### src/rtl/pc_fetch_sequencer_if.sv
// Signal bundle between the fetch sequencer and the PC/MAR/IR datapath plus
// the execute controller. The sequencer side uses the master modport.
interface pc_fetch_sequencer_if #(
  parameter int CNT_W = 16
);
  // Inputs to the sequencer
  logic             mem_ready;
  logic             exec_done;
  logic             branch_taken;
  logic             halt_req;
  logic             run;
  // Datapath strobes and status
  logic             pc_bus;
  logic             pc_inc;
  logic             pc_load;
  logic             pc_reset;
  logic             mar_load;
  logic             mem_rd;
  logic             ir_load;
  logic             exec_start;
  logic             halted;
  logic             bus_err;
  logic [2:0]       state;
  logic [CNT_W-1:0] instr_count;

  modport master (
    input  mem_ready, exec_done, branch_taken, halt_req, run,
    output pc_bus, pc_inc, pc_load, pc_reset, mar_load, mem_rd, ir_load,
           exec_start, halted, bus_err, state, instr_count
  );

  modport slave (
    output mem_ready, exec_done, branch_taken, halt_req, run,
    input  pc_bus, pc_inc, pc_load, pc_reset, mar_load, mem_rd, ir_load,
           exec_start, halted, bus_err, state, instr_count
  );
endinterface

### src/rtl/pc_fetch_sequencer.sv
// Instruction-fetch sequencer: walks ADDR -> READ -> IR -> EXEC for every
// instruction, guards the memory read with a timeout, counts retired
// instructions and parks in HALT (resumable) or ERR (reset only).
module pc_fetch_sequencer #(
  parameter int TIMEOUT = 15,
  parameter int CNT_W   = 16
) (
  input  logic                  clk,
  input  logic                  reset_n,
  pc_fetch_sequencer_if.master  bus
);

  typedef enum logic [2:0] {
    S_RESET = 3'd0,
    S_ADDR  = 3'd1,
    S_READ  = 3'd2,
    S_IR    = 3'd3,
    S_EXEC  = 3'd4,
    S_HALT  = 3'd5,
    S_ERR   = 3'd6
  } state_t;

  // Last S_READ cycle count value before the timeout fires
  localparam logic [7:0] TMO_LAST = 8'(TIMEOUT - 1);

  state_t           state_q, state_d;
  logic [7:0]       tmo_q;
  logic             exec_entry_q;
  logic             bus_err_q;
  logic [CNT_W-1:0] count_q;
  logic             retire;

  assign retire = (state_q == S_EXEC) && bus.exec_done;

  // Next-state decision
  // NOTE: every always_comb output gets a default before the case, so no
  // path leaves it unassigned and no latch is inferred.
  always_comb begin
    state_d = state_q;
    case (state_q)
      S_RESET: state_d = S_ADDR;
      S_ADDR:  state_d = S_READ;
      S_READ: begin
        // Ready on the final allowed cycle still wins over the timeout
        if (bus.mem_ready)           state_d = S_IR;
        else if (tmo_q == TMO_LAST)  state_d = S_ERR;
      end
      S_IR:    state_d = S_EXEC;
      S_EXEC:  if (bus.exec_done) state_d = bus.halt_req ? S_HALT : S_ADDR;
      S_HALT:  if (bus.run) state_d = S_ADDR;
      S_ERR:   state_d = S_ERR;
      default: state_d = S_RESET;
    endcase
  end

  // State register, read timeout, EXEC entry marker, sticky error, retire count
  // NOTE: sequential state uses non-blocking assignments so every register
  // samples pre-edge values regardless of statement order.
  always_ff @(posedge clk or negedge reset_n) begin
    if (!reset_n) begin
      state_q      <= S_RESET;
      tmo_q        <= '0;
      exec_entry_q <= 1'b0;
      bus_err_q    <= 1'b0;
      count_q      <= '0;
    end else begin
      state_q      <= state_d;
      tmo_q        <= (state_q == S_READ && state_d == S_READ) ? tmo_q + 8'd1 : '0;
      exec_entry_q <= (state_q == S_IR);
      bus_err_q    <= bus_err_q | (state_d == S_ERR);
      if (retire) count_q <= count_q + 1'b1;
    end
  end

  // Strobe decode from registered state; only pc_load follows inputs
  always_comb begin
    bus.pc_bus     = 1'b0;
    bus.pc_inc     = 1'b0;
    bus.pc_load    = 1'b0;
    bus.pc_reset   = 1'b0;
    bus.mar_load   = 1'b0;
    bus.mem_rd     = 1'b0;
    bus.ir_load    = 1'b0;
    bus.exec_start = 1'b0;
    bus.halted     = 1'b0;
    case (state_q)
      S_RESET: bus.pc_reset = 1'b1;
      S_ADDR: begin
        bus.pc_bus   = 1'b1;
        bus.mar_load = 1'b1;
      end
      S_READ:  bus.mem_rd = 1'b1;
      S_IR: begin
        bus.ir_load = 1'b1;
        bus.pc_inc  = 1'b1;
      end
      S_EXEC: begin
        bus.exec_start = exec_entry_q;
        bus.pc_load    = bus.exec_done & bus.branch_taken;
      end
      S_HALT:  bus.halted = 1'b1;
      S_ERR:   bus.halted = 1'b1;
      default: bus.pc_reset = 1'b1;
    endcase
  end

  assign bus.bus_err     = bus_err_q;
  assign bus.state       = state_q;
  assign bus.instr_count = count_q;

endmodule
### src/flat_wrapper.sv
// flat-port wrapper written by rule: the top's interface ports become plain ports
module pc_fetch_sequencer_flat 
#(
  parameter int TIMEOUT = 15,
  parameter int CNT_W   = 16
)
  (clk, reset_n, bus_mem_ready, bus_exec_done, bus_branch_taken, bus_halt_req, bus_run, bus_pc_bus, bus_pc_inc, bus_pc_load, bus_pc_reset, bus_mar_load, bus_mem_rd, bus_ir_load, bus_exec_start, bus_halted, bus_bus_err, bus_state, bus_instr_count);
  pc_fetch_sequencer_if #(.CNT_W(CNT_W)) bus_i ();
  input  logic clk;
  input  logic reset_n;
  input wire logic [$bits(bus_i.mem_ready)-1:0] bus_mem_ready;
  input wire logic [$bits(bus_i.exec_done)-1:0] bus_exec_done;
  input wire logic [$bits(bus_i.branch_taken)-1:0] bus_branch_taken;
  input wire logic [$bits(bus_i.halt_req)-1:0] bus_halt_req;
  input wire logic [$bits(bus_i.run)-1:0] bus_run;
  output wire logic [$bits(bus_i.pc_bus)-1:0] bus_pc_bus;
  output wire logic [$bits(bus_i.pc_inc)-1:0] bus_pc_inc;
  output wire logic [$bits(bus_i.pc_load)-1:0] bus_pc_load;
  output wire logic [$bits(bus_i.pc_reset)-1:0] bus_pc_reset;
  output wire logic [$bits(bus_i.mar_load)-1:0] bus_mar_load;
  output wire logic [$bits(bus_i.mem_rd)-1:0] bus_mem_rd;
  output wire logic [$bits(bus_i.ir_load)-1:0] bus_ir_load;
  output wire logic [$bits(bus_i.exec_start)-1:0] bus_exec_start;
  output wire logic [$bits(bus_i.halted)-1:0] bus_halted;
  output wire logic [$bits(bus_i.bus_err)-1:0] bus_bus_err;
  output wire logic [$bits(bus_i.state)-1:0] bus_state;
  output wire logic [$bits(bus_i.instr_count)-1:0] bus_instr_count;
  assign bus_i.mem_ready = bus_mem_ready;
  assign bus_i.exec_done = bus_exec_done;
  assign bus_i.branch_taken = bus_branch_taken;
  assign bus_i.halt_req = bus_halt_req;
  assign bus_i.run = bus_run;
  assign bus_pc_bus = bus_i.pc_bus;
  assign bus_pc_inc = bus_i.pc_inc;
  assign bus_pc_load = bus_i.pc_load;
  assign bus_pc_reset = bus_i.pc_reset;
  assign bus_mar_load = bus_i.mar_load;
  assign bus_mem_rd = bus_i.mem_rd;
  assign bus_ir_load = bus_i.ir_load;
  assign bus_exec_start = bus_i.exec_start;
  assign bus_halted = bus_i.halted;
  assign bus_bus_err = bus_i.bus_err;
  assign bus_state = bus_i.state;
  assign bus_instr_count = bus_i.instr_count;
  pc_fetch_sequencer #(.TIMEOUT(TIMEOUT), .CNT_W(CNT_W)) u_core (.clk(clk), .reset_n(reset_n), .bus(bus_i));
endmodule
### config.mk
export PLATFORM = sky130hd
export DESIGN_NAME = pc_fetch_sequencer_flat
export DESIGN_NICKNAME = d
export VERILOG_FILES = /design/src/rtl/pc_fetch_sequencer_if.sv /design/src/rtl/pc_fetch_sequencer.sv /design/src/flat_wrapper.sv
export SDC_FILE = /design/constraint.sdc
export NUM_CORES = 1
export LEC_CHECK = 0
export ABC_CLOCK_PERIOD_IN_PS = 1900
export CAP_MARGIN = 20
export CORE_MARGIN = 2
export CORE_UTILIZATION = 48
export CTS_CLUSTER_DIAMETER = 60
export CTS_CLUSTER_SIZE = 40
export DETAILED_ROUTE_END_ITERATION = 10
export PLACE_DENSITY = 0.88
export SLEW_MARGIN = 20
export SYNTH_ARGS = -nofsm -noshare
export SYNTH_HDL_FRONTEND = slang
export SYNTH_SLANG_ARGS = --single-unit
### constraint.sdc
create_clock -name clk -period 1.9 [get_ports clk]
set_input_delay 0.19 -clock clk [delete_from_list [all_inputs] [get_ports clk]]
set_output_delay 0.19 -clock clk [all_outputs]
set_load 0.02 [all_outputs]
# --- Word-level counts from Yosys, hierarchy flattened ---
# Index checks and enable logic that the tools add are counted.
op_classes:
  n_addsub: 2
  n_mul: 0
  div: 0
  n_lt_le_gt_ge: 0
  n_eq_ne: 9
  n_shift: 0
  muxes: 14
  n_bitwise: 2
  reduce_logical: 5
ops:
  columns: ["operator", "n"]
  rows:
  - ["case mux 3 bit (7 select lines)", 1]
  - ["adder 16 x 1 -> 16 bit (second input constant)", 1]
  - ["2-to-1 mux 3 bit", 5]
  - ["== test 3 bit (second input constant)", 4]
  - ["== test 3 x 2 -> 1 bit (second input constant)", 3]
  - ["adder 8 x 1 -> 8 bit (second input constant)", 1]
  - ["== test 8 x 4 -> 1 bit (second input constant)", 1]
  - ["2-to-1 mux 8 bit", 1]
  - ["2-to-1 mux 1 bit", 7]
  - ["OR reduction 6 bit", 1]
  - ["== test 3 x 1 -> 1 bit (second input constant)", 1]
  - ["logical NOT 3 bit", 1]
  - ["logical AND 1 bit", 2]
  - ["OR reduction 2 bit", 1]
  - ["bitwise AND 1 bit", 1]
  - ["OR 1 bit", 1]
word_totals:
  regBits: 29
  latch_bits: 0
  mem_bits_rw: 0
  romBits: 0
  in_bits: 7
  out_inout_bits: 29
  word_cells: 37
  memories: 0

# --- Longest topological paths before layout ---
# Gate-level depths: netlist of the first run.
logic_depth:
  word_depth: 7
  depth_mapped: 6
  depth_no_buf: 5

# --- Least setup slack after synthesis of the first run ---
# No wires, ideal clock.
synth_path:
  path_kind: "register -> output"
  start: "reg u_core.state_q[2] (netlist: u_core.bus.state[2])"
  end: "out bus_pc_inc"
  arrival_time_ps: 1514
  required_ps: 1710
  slack_ps: 196
  path_stages_with_launch: 5
  path_buffers: 2
  cell_sequence: "dfrtp_1 clkbuf_1 or2b_1 nor2_1 buf_4"
synth_via:
  elab_chain_cells: 2
synth_lines:
  columns: ["element", "line_no", "rtl"]
  rows:
  - ["from (decl)", "pc_fetch_sequencer.sv:26", "state_t state_q, state_d;"]
  - ["from (signal assigned)", "pc_fetch_sequencer.sv:67", "state_q <= state_d;"]
  - ["== test 3 x 2 -> 1 bit", null, null]
  - ["2-to-1 mux 1 bit", null, null]
  - ["to (decl)", "flat_wrapper.sv:17", "output wire logic [$bits(bus_i.pc_inc)-1:0] bus_pc_inc;"]
# Every way passes these cells.

# --- Worst setup path after layout of the first run ---
layout_path:
  start: "reg u_core.state_q[2] (netlist: u_core.bus.state[2])"
  end: "out bus_state[2]"
layout_lines:
  columns: ["element", "line_no", "rtl"]
  rows:
  - ["to (decl)", "flat_wrapper.sv:26", "output wire logic [$bits(bus_i.state)-1:0] bus_state;"]
# No word-level cell between the ends.

==> out/results.tsv, run 1 <==
metric	value	unit
most frequent cells in the layout	dfrtp_1, clkdlybuf4s50_1, xnor2_1, nand2_1, nor2_1	
# diodes	0	
synth unique cells	35	
CP max FO	8	
initial antenna violation count	0	
maximum clock frequency	548	MHz
Fin. Hold Viols	0	
Die Ht	58.0	µm
Mapped Area	1400	µm²
met1 usage	22.2	%
GR Overflow Total	0	
power density cells	1090	nW/µm²
Clock Latency Late Sink	0.33	ns
number of synthesis warnings	0	
Post-Route Setup TNS	0	ns
Sequential Area	727	µm²
hold crit path type	input port to asynchronous set/reset pin	
period utilization	96.1	%
routed wire length	2870	µm
RePlAce Congestion	0.836	
slowest stage cell, crit path	clkdlybuf4s50_1	
Max transition margin	76.0	%
post-layout min period	1.83	ns
Starting DRT DRC Count	22	
clock tree sinks	29	
flops & latches, synth	29	
H-tree Lvls	2	
CTS tree	done	
crit-path cells	buf_4 -> clkdlybuf4s50_1	
main flop type after synthesis	dfrtp_1	
Finish-stage setup viols	0	
routing usage on met3	6.92	%
Die X	58.0	µm
top-area cell type share of the netlist area	51.8	%
number of flops mapped to enable cells by yosys	0	
vias in the first global route	1116	
die area	3360	µm²
critical path class	flop to output port	
Syn Inst Count	131	
Final ANT Viol Nets	0	
total power	2.00	mW
CP peak stage delay	0.61	ns
DRC viols	0	
Seq/Total Area, Yosys	51.8	%
drt first pass iters	4	
largest net degree at the start of global routing	30	
status	completed	
hold slack final	0.232	ns
CTS buffer count	5	
CP endpoint kind	output port	
Worst VDD drop	0.000817	V
clock root buffer	clkbuf_4	
crit start category	flop	
DP Area	1790	µm²
routed len/inst	14.1	µm
multi-input logic area	617	µm²
clock skew	0.00688	ns
Total GRT Usage	19.7	%
share of layout cells above drive strength 1	9.83	%
maximum buffer depth of the clock tree	2	
CTS Hold Bufs	0	
area delta synth->final	31.0	%
Synth area leaders	dfrtp_1, xnor2_1, nand2_1, nor2_1, xor2_1	
leading cell type in the layout, fill and taps excluded	dfrtp_1	
met2 Usage GRT	33.1	%
Most Crowded Layer GR	met2	
final net count	183	
Syn Nets	141	
Yosys top cell by area	dfrtp_1	
Filler cells	212	
Pleak	0.821	nW
vias	1099	
Avg Cell Area, Syn	10.7	µm²
Vias per Instance	5.39	
first-pass GRT wire length	4860	µm
hpwl dp	2110	µm
Final Cell Area	1830	µm²
Critical Path RT	1.71	ns
unrepaired setup endpoints after global routing	false	
Worst-path clk slew	0.08	ns
row count	19	
Tightest Pin Transition	0.360	ns
I/O pins	36	
post-layout util	66.5	%
worst path buffer plus inverter count	2	
Port Buf Inserts	35	
Synth async-reset ratio	100	%
Max Cap Viol	0	
worst path arrival time	1.64	ns
max-slew violation count	0	
Core Region	2760	µm²
Worst path top cell family by delay	buffers and inverters	
initial core utilization	50.8	%
registers in the layout (all words and copies together) (netlist names):
name	count
u_core.bus.state	3
u_core.tmo_q	8
u_core.exec_entry_q	1
u_core.bus.bus_err	1
u_core.bus.instr_count	16
final timing paths:
path	slack, ns	depth (start not counted)	startpoint	end
setup reg to reg	0.23	5	u_core.bus.state[0]	u_core.bus.instr_count[14]
min in group clk	0.48	1	u_core.bus.instr_count[15]	u_core.bus.instr_count[15]
max in group asynchronous	1.38	2	reset_n	u_core.bus.state[0]
setup / recovery	0.07	2	u_core.bus.state[2]	bus_state[2]
hold reg to reg	0.48	1	u_core.bus.instr_count[15]	u_core.bus.instr_count[15]
hold / removal	0.23	2	reset_n	u_core.bus.instr_count[15]
repair_timing:
action / in CTS / in global routing
setup endpoints to repair: 9 / 1
setup buffers: 0 / 0
gates resized for setup: 10 / 1
pin swaps: 0 / 0
gates cloned: 0 / 0
cell usage after synthesis (2+ instances only):
master	n
and2_1	3
and4_1	3
buf_4	2
buf_6	2
dfrtp_1	29
ha_1	3
inv_1	3
nand2_1	13
nand2b_1	2
nand3_1	8
nand4_1	6
nor2_1	12
nor3_1	2
o21ai_0	3
or3_1	2
xnor2_1	15
xor2_1	5
metrics by stage:
step | setup slack, ns | cells
CTS | 0.0665 | 204
finish | 0.0738 | 204
detailed placement | 0.0731 | 197
global placement | 0.0831 | 197
global route | 0.00383 | 204
floorplan | 0.196 | 131
cells by family after synthesis:
logic type,synth area share (%)
AOI/OAI and AO/OA,5.09
buffers and inverters,4.11
DFF,51.8
xor gates and xnor gates,12.5
adders and majority gates,2.68
muxes,0.804
and+or+nand+nor,23.0
power breakdown:
group	internal, mW	switching, mW
registers	0.705	0.130
clock network	0.174	0.200
logic	0.369	0.423
total	1.25	0.753
per-layer routing:
layer / vias to the layer above / wire [µm]
met2: 31 / 1460
li1: 536 / -
met3: 8 / 154
met5: - / 0
met1: 524 / 1190
met4: 0 / 63
layout make-up:
cell class / instances / share of cell area [%]
flip-flops and latches: 29 / 39.6
multi-input cells: 93 / 33.6
repair buffers: 41 / 21.0
clock buffers: 7 / 3.00
well taps: 31 / 2.11
inverters: 3 / 0.614
No activity file was read; power rests on OpenSTA's default activity.
==> run 2, diff against run 1 <==
--- a/config.mk
+++ b/config.mk
@@ -7,12 +7,15 @@
 export LEC_CHECK = 0
 export ABC_CLOCK_PERIOD_IN_PS = 1900
 export CAP_MARGIN = 20
+export CELL_PAD_IN_SITES_DETAIL_PLACEMENT = 1
+export CELL_PAD_IN_SITES_GLOBAL_PLACEMENT = 1
 export CORE_MARGIN = 2
-export CORE_UTILIZATION = 48
-export CTS_CLUSTER_DIAMETER = 60
+export CORE_UTILIZATION = 37
+export CTS_CLUSTER_DIAMETER = 30
 export CTS_CLUSTER_SIZE = 40
 export DETAILED_ROUTE_END_ITERATION = 10
 export PLACE_DENSITY = 0.88
+export SKIP_CTS_REPAIR_TIMING = 1
 export SLEW_MARGIN = 20
 export SYNTH_ARGS = -nofsm -noshare
 export SYNTH_HDL_FRONTEND = slang
==> run 2 against run 1 <==
Effect of this change:
- sequential share of layout area is 2.5 points lower
- sequential power is 0.8% lower
- routed wire length rose by 20%
- core utilization decreased by 13 points
==> out/results.tsv, run 2 (synthesized netlist as in run 1, its figures left out) <==
metric	value	unit	change
status	completed		unchanged
Die X	65.5	µm	was 58.0 µm
CP peak stage delay	0.62	ns	was 0.61 ns
hold crit path type	input port to asynchronous set/reset pin		unchanged
vias in the first global route	1232		was 1,116
crit-path cells	buf_4 -> clkdlybuf4s50_1		unchanged
placed cells	215		was 197
routed len/inst	15.4	µm	was 14.1 µm
Worst VDD drop	0.000527	V	was 0.000817 V
Port Buf Inserts	35		unchanged
Critical Path RT	1.71	ns	about the same
final net count	184		was 183
crit start category	flop		unchanged
R2R Setup Slk	0.24	ns	was 0.23 ns
Worst-path clk slew	0.06	ns	was 0.08 ns
CP endpoint kind	output port		unchanged
# diodes	0		unchanged
Max Cap Viol	0		unchanged
clock root buffer	clkbuf_8		was clkbuf_4
Finish-stage setup viols	0		unchanged
most frequent cells in the layout	dfrtp_1, clkdlybuf4s50_1, xnor2_1, nand2_1, nor2_1		unchanged
worst path arrival time	1.52	ns	was 1.64 ns
maximum buffer depth of the clock tree	2		unchanged
CP max FO	8		unchanged
Tightest Pin Transition	0.376	ns	was 0.360 ns
initial antenna violation count	0		unchanged
I/O pins	36		unchanged
clock tree sinks	29		unchanged
die area	4290	µm²	was 3360 µm²
initial core utilization	38.2	%	was 50.8%
Starting DRT DRC Count	54		was 22
GR Overflow Total	0		unchanged
maximum clock frequency	586	MHz	was 548 MHz
period utilization	89.8	%	was 96.1%
reg2reg start	u_core.bus.state[1]		was u_core.bus.state[0]
post-layout min period	1.71	ns	was 1.83 ns
row count	22		was 19
largest net degree at the start of global routing	30		unchanged
share of layout cells above drive strength 1	10.9	%	was 9.83%
Final ANT Viol Nets	0		unchanged
drt first pass iters	4		unchanged
clock skew	0.00517	ns	was 0.00688 ns
area delta synth->final	39.8	%	was 31.0%
slowest stage cell, crit path	clkdlybuf4s50_1		unchanged
Vias per Instance	5.06		was 5.39
max FFs per register	16		unchanged
hpwl dp	2360	µm	was 2110 µm
Die Ht	65.5	µm	was 58.0 µm
CTS buffer count	5		unchanged
leading cell type in the layout, fill and taps excluded	dfrtp_1		unchanged
H-tree Lvls	2		unchanged
non-filler cells, final	223		was 204
Post-Route Setup TNS	0	ns	unchanged
power density cells	1220	nW/µm²	was 1090 nW/µm²
Pleak	0.965	nW	was 0.821 nW
reg2reg path depth	5		unchanged
routed wire length	3440	µm	was 2870 µm
Fin. Hold Viols	0		unchanged
CTS tree	done		unchanged
RePlAce Congestion	0.814		was 0.836
unrepaired setup endpoints after global routing	false		unchanged
Total GRT Usage	18.5	%	was 19.7%
Core Region	3660	µm²	was 2760 µm²
critical path class	flop to output port		unchanged
DRC viols	0		unchanged
first-pass GRT wire length	5860	µm	was 4860 µm
vias	1128		was 1,099
Max transition margin	74.9	%	was 76.0%
hold slack final	0.305	ns	was 0.232 ns
max-slew violation count	0		unchanged
RR Endpoint	u_core.bus.instr_count[10]		was u_core.bus.instr_count[14]
Clock Latency Late Sink	0.28	ns	was 0.33 ns
[run 2: cell types whose count changed in the layout (fill, tap and decap cells not counted), sizes merged]
cell	change
bufinv	+1
dlygate4sd2	-8
buf	+1
clkdlybuf4s15	-1
dlymetal6s2s	+9
[run 2: how the worst max path moves through the flow]
stage / start / to / slack, ns / cells past startpoint
2_1_floorplan: u_core.bus.state[2] / bus_pc_inc / 0.20 / 4
3_3_place_gp: bus_exec_done / bus_pc_load / 0.07 / 4
3_5_place_dp: bus_exec_done / bus_pc_load / 0.08 / 4
4_1_cts: u_core.bus.state[0] / bus_ir_load / -0.21 / 3
5_1_grt: u_core.bus.state[2] / bus_state[2] / 0.12 / 2
6_report: u_core.bus.state[2] / bus_state[2] / 0.19 / 2
[run 2: final cells by class]
cell class / count / area, µm²
clock inverters: 1 / 30.0
inverters: 3 / 11.3
clock buffers: 7 / 86.3
multi-input cells: 93 / 617
repair buffers: 42 / 425
fillers: 394 / 1700
flip-flops and latches: 29 / 727
well taps: 48 / 60.1
[run 2: routing by layer]
metal	routed length, µm	part of all wire, %	vias to the layer above	GRT usage (%)
met2	1750	51	26	28.8
met4	63	1.8	0	9.64
li1	-	-	532	-
met3	102	3.0	6	5.65
met1	1530	44	564	22.9
met5	0	0	-	0
[run 2: per-stage QoR]
step           instance area [µm²]  power, mW  util [%]  setup WS [ns]
6_report                      1960       2.38      53.5          0.193
5_1_grt                       1960       2.50      53.5          0.116
4_1_cts                       1930       2.40      52.8         -0.209
3_5_place_dp                  1820       1.72      49.6         0.0782
3_3_place_gp                  1820       1.68      49.6         0.0651
2_1_floorplan                 1400       1.32         -          0.196
[run 2: critical path, delay by kind of cell, from the launching register on]
kind,cells,cell delay (ns)
buffers and inverters,2,0.81
DFF,1,0.43
[run 2: report_power, final]
part / total [mW] / switching, mW / leakage [nW] / internal [mW]
Sequential: 0.829 / 0.122 / 0.390 / 0.707
Clock: 0.665 / 0.238 / 0.0585 / 0.427
Combinational: 0.885 / 0.466 / 0.517 / 0.419
